## config.mk

```make
export PLATFORM = sky130hd
export DESIGN_NAME = rally_controller
export DESIGN_NICKNAME = d
export VERILOG_FILES = /design/src/rtl/game_pkg.sv /design/src/rtl/frame_countdown.sv /design/src/rtl/rally_controller.sv
export SDC_FILE = /design/constraint.sdc
export NUM_CORES = 1
export LEC_CHECK = 0
export BUFFER_PORTS_ARGS = -buffer_cell sky130_fd_sc_hd__clkbuf_2
export CORE_MARGIN = 5
export CORE_UTILIZATION = 46
export DETAILED_ROUTE_END_ITERATION = 10
export GPL_TIMING_DRIVEN = 0
export PLACE_DENSITY = 0.75
export SKIP_LAST_GASP = 1
export SLEW_MARGIN = 0
export SYNTH_ARGS = -nofsm -noshare
export SYNTH_HDL_FRONTEND = slang
export SYNTH_HIERARCHICAL = 1
export SYNTH_SLANG_ARGS = --single-unit
```

## constraint.sdc

```tcl
create_clock -name clk -period 3.1 [get_ports clk]
set_input_delay 0.62 -clock clk [delete_from_list [all_inputs] [get_ports clk]]
set_output_delay 0.62 -clock clk [all_outputs]
set_load 0.1 [all_outputs]
```

## src/rtl/game_pkg.sv

```systemverilog
// rtl/game_pkg.sv - shared game types and widths for controller, physics and render
package game_pkg;

    localparam int SCORE_W     = 4;
    localparam int FRAME_CNT_W = 8;

    localparam logic SIDE_P1 = 1'b0;
    localparam logic SIDE_P2 = 1'b1;

    typedef enum logic [2:0] {
        ST_IDLE   = 3'd0,
        ST_SERVE  = 3'd1,
        ST_RALLY  = 3'd2,
        ST_PAUSED = 3'd3,
        ST_POINT  = 3'd4,
        ST_OVER   = 3'd5
    } game_state_e;

    // A zero-length timer would never expire cleanly, so it is stretched to one frame.
    function automatic logic [FRAME_CNT_W-1:0] frames_min1(input logic [FRAME_CNT_W-1:0] v);
        return (v == '0) ? FRAME_CNT_W'(1) : v;
    endfunction

endpackage

```

## src/rtl/frame_countdown.sv

```systemverilog
// rtl/frame_countdown.sv - frame-based down counter shared by the serve and point timers
module frame_countdown
    import game_pkg::*;
(
    input  logic                   clk,
    input  logic                   rst_n,
    input  logic                   clr_i,
    input  logic                   load_i,
    input  logic [FRAME_CNT_W-1:0] load_val_i,
    input  logic                   tick_i,
    output logic [FRAME_CNT_W-1:0] count_o,
    output logic                   expire_o
);

    logic [FRAME_CNT_W-1:0] count_q;

    // Stops at 1 rather than wrapping; a tick at 1 or 0 is reported as expiry.
    always_ff @(posedge clk or negedge rst_n) begin
        if (!rst_n) begin
            count_q <= '0;
        end else if (clr_i) begin
            count_q <= '0;
        end else if (load_i) begin
            count_q <= frames_min1(load_val_i);
        end else if (tick_i && (count_q > FRAME_CNT_W'(1))) begin
            count_q <= count_q - FRAME_CNT_W'(1);
        end
    end

    assign count_o  = count_q;
    assign expire_o = tick_i && (count_q <= FRAME_CNT_W'(1));

endmodule

```

## src/rtl/rally_controller.sv

```systemverilog
// rtl/rally_controller.sv - match sequencer: serve, rally, pause, point and match-over flow
module rally_controller
    import game_pkg::*;
#(
    parameter logic [SCORE_W-1:0]     WIN_SCORE    = 4'd7,
    parameter logic [FRAME_CNT_W-1:0] SERVE_FRAMES = 8'd60,
    parameter logic [FRAME_CNT_W-1:0] PAUSE_FRAMES = 8'd90
) (
    input  logic                   clk,
    input  logic                   rst_n,
    input  logic                   frame_tick,
    input  logic                   start_btn,
    input  logic                   pause_btn,
    input  logic                   p1_jump,
    input  logic                   p2_jump,
    input  logic                   p1_point,
    input  logic                   p2_point,
    input  logic [SCORE_W-1:0]     p1_score,
    input  logic [SCORE_W-1:0]     p2_score,
    output logic                   phys_step,
    output logic                   ball_hold,
    output logic                   score_clr,
    output logic                   serve_side,
    output logic [2:0]             state_o,
    output logic [FRAME_CNT_W-1:0] countdown,
    output logic                   match_over,
    output logic                   winner
);

    game_state_e            state_q;
    logic                   cnt_tick, cnt_expire, cnt_load, cnt_clr;
    logic [FRAME_CNT_W-1:0] cnt_load_val;
    logic                   start_ev, point_ev, serve_go, point_exp, over_ev;
    logic                   p1_wins, p2_wins, server_jump, bad_state;

    assign bad_state   = (state_q > ST_OVER);
    assign start_ev    = start_btn && ((state_q == ST_IDLE) || (state_q == ST_OVER));
    assign point_ev    = (p1_point || p2_point) && (state_q == ST_RALLY);
    assign server_jump = (serve_side == SIDE_P2) ? p2_jump : p1_jump;
    assign serve_go    = (state_q == ST_SERVE) && (cnt_expire || server_jump);
    assign point_exp   = (state_q == ST_POINT) && cnt_expire;
    assign p1_wins     = (p1_score >= WIN_SCORE);
    assign p2_wins     = (p2_score >= WIN_SCORE);
    assign over_ev     = point_exp && (p1_wins || p2_wins);

    // The counter only runs in SERVE/POINT and is zeroed on every exit into another state.
    assign cnt_tick     = frame_tick && ((state_q == ST_SERVE) || (state_q == ST_POINT));
    assign cnt_load     = start_ev || point_ev || (point_exp && !over_ev);
    assign cnt_load_val = point_ev ? PAUSE_FRAMES : SERVE_FRAMES;
    assign cnt_clr      = serve_go || over_ev || bad_state;

    frame_countdown u_timer (
        .clk        (clk),
        .rst_n      (rst_n),
        .clr_i      (cnt_clr),
        .load_i     (cnt_load),
        .load_val_i (cnt_load_val),
        .tick_i     (cnt_tick),
        .count_o    (countdown),
        .expire_o   (cnt_expire)
    );

    always_ff @(posedge clk or negedge rst_n) begin
        if (!rst_n) begin
            state_q    <= ST_IDLE;
            phys_step  <= 1'b0;
            ball_hold  <= 1'b1;
            score_clr  <= 1'b0;
            serve_side <= SIDE_P1;
            match_over <= 1'b0;
            winner     <= SIDE_P1;
        end else begin
            phys_step <= 1'b0;
            score_clr <= 1'b0;
            case (state_q)
                ST_IDLE, ST_OVER: begin
                    if (start_btn) begin
                        state_q    <= ST_SERVE;
                        score_clr  <= 1'b1;
                        serve_side <= SIDE_P1;
                        match_over <= 1'b0;
                        ball_hold  <= 1'b1;
                    end
                end
                ST_SERVE: begin
                    if (serve_go) begin
                        state_q   <= ST_RALLY;
                        ball_hold <= 1'b0;
                    end
                end
                ST_RALLY: begin
                    // A point outranks both pause and the frame's physics step.
                    if (point_ev) begin
                        state_q    <= ST_POINT;
                        ball_hold  <= 1'b1;
                        serve_side <= p1_point ? SIDE_P1 : SIDE_P2;
                    end else if (pause_btn) begin
                        state_q <= ST_PAUSED;
                    end else begin
                        phys_step <= frame_tick;
                    end
                end
                ST_PAUSED: begin
                    if (pause_btn) begin
                        state_q <= ST_RALLY;
                    end
                end
                ST_POINT: begin
                    if (point_exp) begin
                        if (p1_wins) begin
                            state_q    <= ST_OVER;
                            match_over <= 1'b1;
                            winner     <= SIDE_P1;
                        end else if (p2_wins) begin
                            state_q    <= ST_OVER;
                            match_over <= 1'b1;
                            winner     <= SIDE_P2;
                        end else begin
                            state_q <= ST_SERVE;
                        end
                    end
                end
                default: begin
                    state_q    <= ST_IDLE;
                    ball_hold  <= 1'b1;
                    match_over <= 1'b0;
                end
            endcase
        end
    end

    assign state_o = state_q;

endmodule

```

==> results.toml, run 1 <==
[floorplanning]
die_w_um = 60.3
start_util_pct = 47.4
row_count = 18
die_h_um = 60.3
die_area_mm2 = 0.00364
core_mm2 = 0.00245
ios = 34

[critical_path]
cp_max_fo = 10
crit_family = "simple AND/OR/NAND/NOR gates"
cp.depth = 8
crit_start = "u_timer/count_o[3]"
start_kind = "flip-flop"
critPathBufInv = 3
r2r-start = "u_timer/count_o[3]"
reg2reg_slack_ps = 200
r2r-end = "u_timer/count_o[5]"
reg2reg_depth = 8
crit_end = "u_timer/count_o[5]"
slowest_stage = "or4_4"
arrival_ps = 3090
cp_cell_sequence = "or4_4 > buf_6 > nor4_4 > nand2_1 > o311ai_2 > inv_1 > clkbuf_1 > a311oi_1"
critPathRequiredTime_ps = 3290
worstSetupPathType = "flip-flop to flip-flop"
slowest_delay_ps = 540
cp-end-kind = "flip-flop"

[yosys]
synth_seq_cells = 17
netlist_instances = 130
ys_seq_area_share_pct = 36.7
synth_edf_count = 0
netlist_area_mm2 = 0.00116
syn_avg_cell_area_um2 = 8.95
ys_warn_count = 6
synth_top_area_share_pct = 34.4
synth_top_area_cell = "dfrtp_1"
async_flop_share_pct = 100
ys.flop_type = "dfrtp_1"
synth.area.top_cells = "dfrtp_1 (34%), a21oi_1 (3.9%), nor2_1 (3.9%)"
netlist-cell-type-count = 53

[place]
dpl.hpwl_mm = 2.34
numPortBuffers = 33
gp_congestion = 0.898

[finish]
area_delta_synth_final_pct = 25.2
drive_gt1_share_pct = 36.0
fillerInstances = 236
mostFrequentLayoutCells = "clkbuf_2 (33), nor2_1 (12), dfrtp_1 (11)"
diodes = 0
final_core_util_pct = 59.3
final_nets = 192
layout_commonest_cell = "clkbuf_2"

[route]
drtAntennaViolNets = 0
vias_per_cell = 5.70
drc_errors = 0
drt_first_pass_iters = 4
vias = 1151
post_drt_wl_per_cell_um = 15.3
wl_mm = 3.10
drt-initial-drc-count = 32

[clock_tree]
cts.path.max_buffers = 2
cts_tree = "built"
clock_latency_ps = 290
path_clk_slew_ps = 100
cts_root_buffer = "clkbuf_4"
htree_levels = 1
clock-sinks = 17
numCtsBuffers = 3

[grt]
grt_pass1_vias = 1204
grt_max_degree = 18
antenna_found_initial = 0
grt_use_total_pct = 19.1
overflow = 0
grt_pass1_wl_mm = 5.23

[worst_hold_path]
min_path_type = "primary input to asynchronous set/reset pin"

[sta]
maxSlewHeadroom_pct = 63.5
grt_setup_unrepaired = "false"
finalSetupViolCount = 0
fin_crit_ps = 2900
tightestPinTransition_ps = 550
fmax_mhz = 345
hold_viol = 0
finalCritPeriodShare_pct = 93.4
hold_ws_ps = 247
drv_slew = 0
fin_worst_skew_ps = 1.77

[status]
status = "finished clean"

[flow_run]
drv_cap = 0
[metrics by stage]
step | cells | setup slack (ps) | area (um2) | setup TNS [ps]
after detailed placement | 198 | -352 | 1400 | -2250
final | 202 | 204 | 1460 | 0
after global routing | 202 | 39.1 | 1460 | 0
after global placement | 198 | -240 | 1400 | -1620
after CTS | 201 | 42.2 | 1450 | 0
after floorplan | 135 | 20.2 | 1200 | 0
[flip-flops by register name, summed over array words and instances (netlist names)]
| name | flops |
|---|---|
| u_timer/count_o | 8 |
| serve_side | 1 |
| ball_hold | 1 |
| phys_step | 1 |
| score_clr | 1 |
| winner | 1 |
| match_over | 1 |
| state_o | 3 |
[cell type report]
class                   instances  area (um2)  area share (%)
repair buffers                 34         173            11.9
well taps                      30        37.5            2.58
plain buffers                   7        41.3            2.84
flip-flops and latches         17         433            29.7
inverters                      10        37.5            2.58
multi-input cells             100         708            48.6
clock buffers                   4        26.3            1.80
[cells by family (layout without fill, tap and decap cells)]
group / count (synthesis) / count (layout) / synth area share [%]
DFF: 17 / 17 / 36.7
AOI/OAI and AO/OA: 44 / 44 / 29.1
xor gates and xnor gates: 4 / 4 / 3.01
adders and majority gates: 2 / 2 / 2.15
other: 2 / 7 / 0.645
buffers and inverters: 18 / 55 / 6.99
muxes: 1 / 1 / 0.968
and+or+nand+nor: 42 / 42 / 20.4
[synth_stat cells, types with 2 or more instances]
cell type / count
o311ai_1: 2
inv_2: 2
buf_2: 2
xnor2_1: 3
ha_1: 2
nor4_1: 2
o21ai_1: 3
nand2b_1: 2
a311oi_1: 4
nand3b_1: 2
clkbuf_1: 3
nor3_1: 4
conb_1: 2
dfrtp_1: 16
o31ai_1: 4
or3_2: 2
a31oi_1: 4
inv_1: 8
o21bai_1: 3
nand2_1: 6
o22ai_1: 2
or3_1: 2
a21oi_1: 9
nor2_1: 12
[repair_timing]
item,in CTS,in global routing
hold buffers,0,0
resized for setup,4,0
setup endpoints to repair,8,7
pin swaps,0,1
buffers inserted,0,1
[how the worst min path moves through the flow]
stage              start                  to  slack [ps]  cells past startpoint
2_1_floorplan      rst_n          match_over         320                      0
3_3_place_gp   ball_hold           ball_hold         480                      2
3_5_place_dp   ball_hold           ball_hold         490                      2
4_1_cts            rst_n  u_timer/count_o[7]         260                      1
5_1_grt            rst_n  u_timer/count_o[6]         270                      1
6_report           rst_n  u_timer/count_o[7]         250                      1
[metal layers]
| metal | routed length (um) | GRT usage (%) | part of all wire [%] | vias to the layer above |
|---|---|---|---|---|
| met2 | 1550 | 32.4 | 50 | 35 |
| li1 | - | - | - | 564 |
| met1 | 1320 | 22.5 | 43 | 545 |
| met4 | 55 | 8.54 | 1.8 | 0 |
| met5 | 0 | 0 | 0 | - |
| met3 | 164 | 4.54 | 5.3 | 7 |
Power of run 1 is not shown: default switching activity piles up to over one toggle a cycle in this logic, so the estimate is an artifact.
==> run 2, diff against run 1 <==
--- a/config.mk
+++ b/config.mk
@@ -5,12 +5,13 @@
 export SDC_FILE = /design/constraint.sdc
 export NUM_CORES = 1
 export LEC_CHECK = 0
+export ABC_AREA = 1
 export BUFFER_PORTS_ARGS = -buffer_cell sky130_fd_sc_hd__clkbuf_2
 export CORE_MARGIN = 5
-export CORE_UTILIZATION = 46
+export CORE_UTILIZATION = 48
 export DETAILED_ROUTE_END_ITERATION = 10
 export GPL_TIMING_DRIVEN = 0
-export PLACE_DENSITY = 0.75
+export PLACE_DENSITY = 0.76
 export SKIP_LAST_GASP = 1
 export SLEW_MARGIN = 0
 export SYNTH_ARGS = -nofsm -noshare
==> results.toml, run 2 <==
[yosys]
async_flop_share_pct = 100
netlist_instances = 202
synth_commonest_cells = "nand2_1 (50), inv_1 (27), nor2_1 (26), nand3_1 (25), dfrtp_1 (16)"
ys_warn_count = 6
synth_top_area_share_pct = 29.2
synth_edf_count = 0
synth_seq_cells = 17
ys.flop_type = "dfrtp_1"
synth.area.top_cells = "dfrtp_1 (29%), nand2_1 (14%), nand3_1 (9.1%)"
netlist-cell-type-count = 28
netlist_area_mm2 = 0.00137
synth_top_area_cell = "dfrtp_1"
syn_avg_cell_area_um2 = 6.79
synth.most_common_cell = "nand2_1"
ys_seq_area_share_pct = 31.1

[grt]
grt_max_degree = 18
overflow = 0
grt_pass1_vias = 1245
antenna_found_initial = 0
grt_use_total_pct = 16.6
grt_pass1_wl_mm = 5.60

[clock_tree]
path_clk_slew_ps = 110
holdBufCountCts = 0
cts_tree = "built"
clock_latency_ps = 290
cts_root_buffer = "clkbuf_4"
htree_levels = 1
numCtsBuffers = 3
cts.path.max_buffers = 2
cts_resized = 0
postCtsSetupRepairBufs = 0
clock-sinks = 17

[finish]
largest_register_ff_count = 8
diodes = 0
final_core_util_pct = 58.5
multi_input_area_um2 = 802
regArea_um2 = 427
fillerInstances = 293
final_nets = 262
mostFrequentLayoutCells = "nand2_1 (50), clkbuf_2 (33), inv_1 (27)"
layout_commonest_cell = "nand2_1"
drive_gt1_share_pct = 28.1
area_delta_synth_final_pct = 17.6
final_cells = 273

[route]
drt_first_pass_iters = 4
drtAntennaViolNets = 0
post_drt_wl_per_cell_um = 11.4
vias = 1377
drc_errors = 0
drt-initial-drc-count = 53
vias_per_cell = 5.04
wl_mm = 3.12

[sta]
maxSlewHeadroom_pct = 63.9
fin_crit_ps = 2460
finalCritPeriodShare_pct = 79.2
finalSetupViolCount = 0
fmax_mhz = 407
drv_slew = 0
tightestPinTransition_ps = 544
tns_ps = 0
fin_worst_skew_ps = 1.16
grt_setup_unrepaired = "false"
hold_viol = 0

[floorplanning]
die_area_mm2 = 0.00403
die_w_um = 63.5
die_h_um = 63.5
start_util_pct = 49.7
row_count = 19
ios = 34
core_mm2 = 0.00276

[critical_path]
start_kind = "flip-flop"
cp-end-kind = "flip-flop"
crit_top_cell = "inv_1"
cp_cell_sequence = "buf_4 > inv_2 > nand2_1 > nor2_1 > inv_1 > a21oi_1 > inv_1 > nor2_1 > inv_1 > nor2_2 > o21ai_2 > o221ai_1 > buf_4 > nor2_8 > nand2_8 > nand3_2 > nand2_2"
slowest_delay_ps = 400
critPathRequiredTime_ps = 3340
crit_family = "simple AND/OR/NAND/NOR gates"
critPathBufInv = 6
slowest_stage = "dfrtp_1"
arrival_ps = 2690
cp_max_fo = 9
worstSetupPathType = "flip-flop to flip-flop"

[place]
numPortBuffers = 33
gp_congestion = 0.841
dpl.hpwl_mm = 2.46
placedCellCount = 269

[status]
status = "finished clean"

[worst_hold_path]
min_path_type = "primary input to asynchronous set/reset pin"

[flow_run]
drv_cap = 0
## run 2: changes by cell type after synthesis, moves of 4 or more
cell and change:
o31ai_1 -4, nand3_1 +25, nor3_1 -4, nand2_1 +44, nor2_1 +14, inv_1 +19, a311oi_1 -4, a31oi_1 -4
nand3_2 +8, nand2_2 +4
## run 2: layout make-up
| type | instances | share of cell area (%) |
|---|---|---|
| plain buffers | 4 | 2.33 |
| clock buffers | 4 | 1.63 |
| inverters | 31 | 7.21 |
| multi-input cells | 153 | 49.7 |
| flip-flops and latches | 17 | 26.5 |
| well taps | 31 | 2.40 |
| repair buffers | 33 | 10.2 |
## run 2: per-stage QoR
step | area (um2) | hold WS [ps] | setup WS (ps)
detailed placement | 1590 | 458 | 672
finish | 1610 | 247 | 644
floorplan | 1380 | 324 | 325
global placement | 1590 | 453 | 719
CTS | 1610 | 262 | 636
global route | 1610 | 271 | 388
## run 2: final timing paths
check                                start                  to  slack, ps  cells past startpoint
worst max-delay path            state_o[2]  u_timer/count_o[7]        640                     17
worst min-delay path                 rst_n              winner        250                      1
worst max register to register  state_o[2]  u_timer/count_o[7]        640                     17
worst min register to register   ball_hold           ball_hold        470                      2
max in group asynchronous            rst_n           ball_hold       2520                      1
min in group clk                 ball_hold           ball_hold        470                      2
## run 2: cell families (layout without fill, tap and decap cells)
logic type / after synthesis / in the layout / share of synthesized area, %
AOI/OAI and AO/OA: 23 / 23 / 9.85
xor gates and xnor gates: 1 / 1 / 0.639
adders and majority gates: 2 / 2 / 1.82
buffers and inverters: 35 / 72 / 11.2
DFF: 17 / 17 / 31.1
other: 2 / 5 / 0.548
and+or+nand+nor: 122 / 122 / 44.8
## run 2: routing by layer
layer	up-vias	GRT usage [%]	part of all wire, %
met1	613	24.2	47
met2	44	24.6	45
met5	-	0	0
met4	0	3.90	0.58
met3	2	4.09	7.4
li1	718	-	-
## run 2: worst reg2reg max path: cells and delay by family (launching register included)
| kind | cells | cell delay (ps) |
|---|---|---|
| AND/OR/NAND/NOR | 8 | 820 |
| AO/OA/AOI/OAI | 3 | 460 |
| flip-flops | 1 | 400 |
| buffers and inverters | 6 | 730 |
Power of run 2 is left out for the same reason.
